--- src/rtl/l1_cache_pkg.sv ---
// Shared types and geometry for the direct-mapped L1 cache.
// Tag and index widths are derived from the set count.
package l1_cache_pkg;
  localparam int unsigned ADDR_W   = 32;
  localparam int unsigned WORD_W   = 32;
  localparam int unsigned LINE_W   = 256;
  localparam int unsigned OFFSET_W = 5;
  localparam int unsigned WORDS    = LINE_W / WORD_W;
  localparam int unsigned LINE_B   = LINE_W / 8;

  typedef enum logic [1:0] {
    IDLE      = 2'd0,
    WRITEBACK = 2'd1,
    FETCH     = 2'd2
  } state_e;

  function automatic int unsigned index_w(input int unsigned num_sets);
    return $clog2(num_sets);
  endfunction

  function automatic int unsigned tag_w(input int unsigned num_sets);
    return ADDR_W - OFFSET_W - $clog2(num_sets);
  endfunction
endpackage

--- src/rtl/cache_array.sv ---
// Tag and line storage: combinational read, per-byte line write, separate tag write.
// No reset; validity lives in the controller so it can be cleared asynchronously.
module cache_array
  import l1_cache_pkg::*;
#(
  parameter int unsigned NUM_SETS = 8,
  parameter int unsigned IDX_W    = 3,
  parameter int unsigned TAG_W    = 24
) (
  input  logic              clk,
  input  logic [IDX_W-1:0]  index,
  input  logic [LINE_B-1:0] byte_we,
  input  logic [LINE_W-1:0] wline,
  input  logic              tag_we,
  input  logic [TAG_W-1:0]  wtag,
  output logic [LINE_W-1:0] rline,
  output logic [TAG_W-1:0]  rtag
);
  logic [LINE_W-1:0] line_q [NUM_SETS];
  logic [TAG_W-1:0]  tag_q  [NUM_SETS];

  always_ff @(posedge clk) begin
    for (int b = 0; b < int'(LINE_B); b++) begin
      if (byte_we[b]) line_q[index][b*8 +: 8] <= wline[b*8 +: 8];
    end
    if (tag_we) tag_q[index] <= wtag;
  end

  assign rline = line_q[index];
  assign rtag  = tag_q[index];
endmodule

--- src/rtl/l1_cache.sv ---
// Direct-mapped write-back L1 cache with a 32-byte line and single outstanding miss.
// Hits respond in the same cycle; misses write back a dirty victim, then fetch.
module l1_cache
  import l1_cache_pkg::*;
#(
  parameter int unsigned NUM_SETS = 8
) (
  input  logic              clk,
  input  logic              rst_n,
  input  logic              cmem_read,
  input  logic              cmem_write,
  input  logic [3:0]        cmem_byte_enable,
  input  logic [31:0]       cmem_address,
  input  logic [31:0]       cmem_wdata,
  output logic              cmem_resp,
  output logic [31:0]       cmem_rdata,
  output logic              pmem_read,
  output logic              pmem_write,
  output logic [31:0]       pmem_address,
  output logic [LINE_W-1:0] pmem_wdata,
  input  logic [LINE_W-1:0] pmem_rdata,
  input  logic              pmem_resp
);
  localparam int unsigned IDX_W = index_w(NUM_SETS);
  localparam int unsigned TAG_W = tag_w(NUM_SETS);

  state_e               state_q, state_d;
  logic [NUM_SETS-1:0]  valid_q, valid_d;
  logic [NUM_SETS-1:0]  dirty_q, dirty_d;

  logic [IDX_W-1:0]     index;
  logic [TAG_W-1:0]     req_tag;
  logic [2:0]           word_sel;
  logic                 req, hit;
  logic [LINE_B-1:0]    arr_byte_we;
  logic [LINE_W-1:0]    arr_wline;
  logic                 arr_tag_we;
  logic [LINE_W-1:0]    rline;
  logic [TAG_W-1:0]     rtag;
  logic                 addr_unused;

  assign index       = cmem_address[OFFSET_W +: IDX_W];
  assign req_tag     = cmem_address[ADDR_W-1 -: TAG_W];
  assign word_sel    = cmem_address[4:2];
  assign req         = cmem_read | cmem_write;
  assign hit         = valid_q[index] && (rtag == req_tag);
  assign addr_unused = ^cmem_address[1:0];

  cache_array #(
    .NUM_SETS (NUM_SETS),
    .IDX_W    (IDX_W),
    .TAG_W    (TAG_W)
  ) u_array (
    .clk     (clk),
    .index   (index),
    .byte_we (arr_byte_we),
    .wline   (arr_wline),
    .tag_we  (arr_tag_we),
    .wtag    (req_tag),
    .rline   (rline),
    .rtag    (rtag)
  );

  always_ff @(posedge clk or negedge rst_n) begin
    if (!rst_n) begin
      state_q <= IDLE;
      valid_q <= '0;
      dirty_q <= '0;
    end else begin
      state_q <= state_d;
      valid_q <= valid_d;
      dirty_q <= dirty_d;
    end
  end

  // Next state, array writes and the CPU/memory handshakes; write wins over read.
  always_comb begin
    state_d      = state_q;
    valid_d      = valid_q;
    dirty_d      = dirty_q;
    arr_byte_we  = '0;
    arr_wline    = '0;
    arr_tag_we   = 1'b0;
    cmem_resp    = 1'b0;
    cmem_rdata   = '0;
    pmem_read    = 1'b0;
    pmem_write   = 1'b0;
    pmem_address = '0;
    pmem_wdata   = '0;
    case (state_q)
      IDLE: begin
        if (req) begin
          if (hit) begin
            cmem_resp = 1'b1;
            if (cmem_write) begin
              arr_byte_we    = LINE_B'(cmem_byte_enable) << {word_sel, 2'b00};
              arr_wline      = {WORDS{cmem_wdata}};
              dirty_d[index] = 1'b1;
            end else begin
              cmem_rdata = rline[{word_sel, 5'd0} +: WORD_W];
            end
          end else if (valid_q[index] && dirty_q[index]) begin
            state_d = WRITEBACK;
          end else begin
            state_d = FETCH;
          end
        end
      end
      WRITEBACK: begin
        pmem_write   = 1'b1;
        pmem_address = {rtag, index, OFFSET_W'(0)};
        pmem_wdata   = rline;
        if (pmem_resp) state_d = FETCH;
      end
      FETCH: begin
        pmem_read    = 1'b1;
        pmem_address = {req_tag, index, OFFSET_W'(0)};
        if (pmem_resp) begin
          arr_byte_we    = '1;
          arr_wline      = pmem_rdata;
          arr_tag_we     = 1'b1;
          valid_d[index] = 1'b1;
          dirty_d[index] = 1'b0;
          state_d        = IDLE;
        end
      end
      default: state_d = IDLE;
    endcase
  end
endmodule

--- config.mk ---
export PLATFORM = sky130hd
export DESIGN_NAME = l1_cache
export DESIGN_NICKNAME = d
export VERILOG_FILES = /design/src/rtl/l1_cache_pkg.sv /design/src/rtl/cache_array.sv /design/src/rtl/l1_cache.sv
export SDC_FILE = /design/constraint.sdc
export NUM_CORES = 2
export LEC_CHECK = 0
export ABC_AREA = 1
export BUFFER_PORTS_ARGS = -buffer_cell sky130_fd_sc_hd__buf_2
export CORE_AREA = 2 2 592 359
export DETAILED_ROUTE_END_ITERATION = 7
export DIE_AREA = 0 0 594 361
export HOLD_SLACK_MARGIN = 0.02
export PLACE_DENSITY_LB_ADDON = 0.08
export SETUP_SLACK_MARGIN = 0.5
export SYNTH_ARGS = -nofsm -noshare
export SYNTH_HDL_FRONTEND = slang
export SYNTH_SLANG_ARGS = --single-unit
--- constraint.sdc ---
create_clock -name clk -period 8.5 [get_ports clk]
set_input_delay 0.425 -clock clk [delete_from_list [all_inputs] [get_ports clk]]
set_output_delay 0.425 -clock clk [all_outputs]
set_load 0.05 [all_outputs]
==> flow_metrics.py <==
metrics = {
    "grt": {
        "grt_pass1_wl_um": 502000,
        "grt-ovfl-total": 0,
        "grt_pass1_vias": 61500,
        "grt_max_degree": 111,
        "antenna_found_initial": 39,
        "grt.total_usage_pct": 33.7,
    },
    "die": {
        "fp-row-count": 130,
        "die-area_um2": 214000,
        "io_pins": 652,
        "die_h_um": 361,
        "core_um2": 208000,
        "die_x_um": 594,
        "initial_core_util_pct": 44.9,
    },
    "route": {
        "wl_per_cell_um": 32.4,
        "drtAntennaViolNets": 0,
        "drc": 0,
        "vias": 67400,
        "avgViaCountPerCell": 5.90,
        "wl_um": 370000,
        "dr.pass1.iters": 6,
        "drt_iter0_markers": 9341,
        "wl_met2_um": 160000,
        "wl_met3_um": 42300,
        "highest_layer": "met5",
        "met1_length_um": 154000,
    },
    "layout": {
        "ff_latch_area_um2": 67700,
        "synthToLayoutAreaGrowth_pct": 14.2,
        "final_util_pct": 51.2,
        "nets": 8818,
        "drive_above_1_share_pct": 13.2,
        "final_cells": 11400,
        "multi_input_area_um2": 22000,
        "nFillCells": 18300,
    },
    "yosys": {
        "synth_seq_cells": 2258,
        "ys_seq_area_share_pct": 72.4,
        "synth-edff-count": 2240,
        "synth_ff_type": "edfxtp_1",
        "syn_avg_cell_area_um2": 11.8,
        "synthDistinctLibCells": 41,
        "postSynthCellCount": 7895,
        "syn-cell-area_um2": 93500,
        "yosysWarnings": 0,
        "async_flop_share_pct": 0.797,
    },
    "pwr": {
        "leakagePower_uw": 0.0410,
        "p_comb_share_pct": 15.1,
        "internal-power_uw": 18900,
        "seqPwrFrac_pct": 49.6,
        "power_frac_clock_pct": 35.2,
        "vdd_ir_drop_max_uv": 146,
        "p_sw_uw": 7680,
        "powerDensity_nw_per_um2": 249,
        "sw_frac_of_total_pct": 28.9,
    },
    "clocking": {
        "cts_sinks": 2258,
        "cts.path.max_buffers": 4,
        "h-tree-depth": 4,
        "cts_root_buffer": "clkbuf_16",
        "path_clk_slew_ps": 60,
        "cts_tree": "built",
        "post_cts_resized": 0,
        "cts_buffers": 215,
        "clk-insertion-delay-late_ps": 890,
    },
    "worst_setup_path": {
        "critPathLaunchType": "input pin",
        "worstSetupPathType": "input pin to output pin",
        "critPathMaxFanout": 67,
        "required_ps": 8080,
        "endpoint_kind": "output pin",
        "critPathArrivalTime_ps": 5960,
    },
    "hold_path": {
        "hp-class": "input pin to flop",
    },
    "place": {
        "portBuffers": 644,
        "placed_cells": 11000,
        "place_hpwl_um": 240000,
        "place_congestion": 0.923,
    },
    "sta": {
        "slew_headroom_pct": 8.52,
        "max_freq_ghz": 0.157,
        "setup_viol": 0,
        "grt_setup_unrepaired": "no",
        "period_share_pct": 75.2,
        "tightestPinTransition_ps": 1370,
        "fin_crit_ps": 6390,
        "setup_tns_ps": 0,
        "drv_slew": 0,
        "hold_violations": 0,
        "skew_ps": 44.5,
    },
    "run": {
        "cap_violations": 0,
    },
    "run_status": {
        "status": "completed",
    },
}
[state kept, by name, summed over array words and instances (netlist names), named ones only]
signal,count
u_array.line_q,2048
u_array.tag_q,192
valid_q,8
state_q,2
[worst max-delay path, stage by stage]
cell	delay (ps)
buf_4	260
buf_4	660
nand2_8	500
inv_8	590
nand2_1	120
nand2_1	110
nor2_1	70
nand3_1	70
nand2_1	80
nor2_1	90
nand3_1	110
nor2_4	740
nand4_1	1060
nor2_1	440
buf_2	360
[power groups by stage]
stage,Clock (uW),Sequential [uW],Combinational [uW]
2_1_floorplan,0,13400,2260
3_5_place_dp,0,13400,3920
3_3_place_gp,0,13400,3870
5_1_grt,9770,13200,4220
4_1_cts,9360,13200,3960
6_report,9350,13200,4030
[cells by family (layout without fill, tap and decap cells)]
family,Yosys count,count (layout),share of synthesized area [%]
and+or+nand+nor,3649,3649,16.1
AOI/OAI and AO/OA,958,958,7.11
DFF,2258,2258,72.4
adders and majority gates,3,3,0.0402
other,1,20,0.00401
buffers and inverters,1026,1771,4.26
[routing by layer]
metal  track usage (%)  vias up
met4              10.8       14
met5                 0        -
met3              8.46      582
met1              48.7    34000
li1                  -    28900
met2              49.9     3918
[stage by stage]
step	total power [uW]	setup WS (ps)	instance area [um2]	hold slack, ps
after CTS	26500	2130	107000	20.1
after global routing	27200	1850	107000	70.2
after detailed placement	17300	1850	99600	391
final	26600	2110	107000	53.5
after floorplan	15700	5100	93500	129
after global placement	17300	1930	99600	391
[path summary, 6_finish.rpt]
| kind | startpoint | to | slack [ps] | cells past startpoint |
|---|---|---|---|---|
| worst max-delay path | cmem_address[5] | cmem_rdata[25] | 2110 | 15 |
| worst min-delay path | pmem_rdata[146] | u_array.line_q[4][146]$_DFFE_PP_ | 50 | 3 |
| worst max register to register | u_array.tag_q[0][2]$_DFFE_PP_ | u_array.line_q[4][50]$_DFFE_PP_ | 3460 | 13 |
| worst min register to register | valid_q[4]$_DFFE_PN0P_ | valid_q[4]$_DFFE_PN0P_ | 460 | 2 |
| max in group asynchronous | rst_n | asynchronous set/reset pin | 8080 | 2 |
| min in group asynchronous | rst_n | asynchronous set/reset pin | 110 | 2 |
[cells in the final DEF, fill, tap and decap left out, types with 10 or more instances in the layout]
cell type,n
a211oi_1,67
a21oi_1,372
a221oi_1,179
a22o_1,61
a22oi_1,70
a31oi_1,41
and3_1,20
buf_12,10
buf_2,641
buf_4,105
bufinv_16,13
clkbuf_1,54
clkbuf_16,217
clkinv_1,48
clkinv_2,36
dfrtp_1,18
diode_2,15
dlygate4sd3_1,64
edfxtp_1,2240
inv_1,557
nand2_1,2547
nand2_4,35
nand3_1,381
nand3b_1,27
nand4_1,150
nor2_1,413
nor2_4,15
o2111a_1,63
o2111ai_1,18
o211ai_1,32
o21ai_0,41
or2_1,11
or2_2,34
[synthesized netlist by cell type (6+ instances only)]
cell / number / area (um2)
a211oi_1: 67 / 503
a21oi_1: 372 / 1860
a221oi_1: 179 / 1570
a22o_1: 61 / 534
a22oi_1: 70 / 526
a31oi_1: 41 / 257
and3_1: 20 / 125
buf_1: 56 / 210
buf_2: 29 / 145
buf_4: 11 / 82.6
clkbuf_1: 351 / 1320
clkinv_1: 6 / 22.5
dfrtp_1: 18 / 450
edfxtp_1: 2240 / 67300
inv_1: 560 / 2100
inv_2: 9 / 33.8
nand2_1: 2552 / 9580
nand2_4: 30 / 338
nand3_1: 381 / 1910
nand3b_1: 27 / 203
nand4_1: 150 / 938
nor2_1: 425 / 1600
nor3_1: 7 / 35.0
o2111a_1: 63 / 709
o2111ai_1: 18 / 158
o211ai_1: 32 / 240
o21ai_0: 41 / 205
o21ai_1: 7 / 35.0
or2_1: 11 / 68.8
or2_2: 34 / 213
[area by class of cell]
| cell class | count | share of cell area (%) |
|---|---|---|
| Clock buffer | 275 | 5.33 |
| Multi-Input combinational cell | 4615 | 20.6 |
| Timing Repair Buffer | 821 | 4.54 |
| Antenna cell | 15 | 0.0352 |
| Inverter | 575 | 2.07 |
| Clock inverter | 100 | 0.744 |
| Sequential cell | 2258 | 63.5 |
| Tap cell | 2772 | 3.25 |
[what timing repair did]
item                       CTS  global route
buffers inserted             0             0
hold endpoints to repair   472             0
hold buffers                64             0
setup endpoints to repair    0             0
No activity file was read; power rests on OpenSTA's default activity.
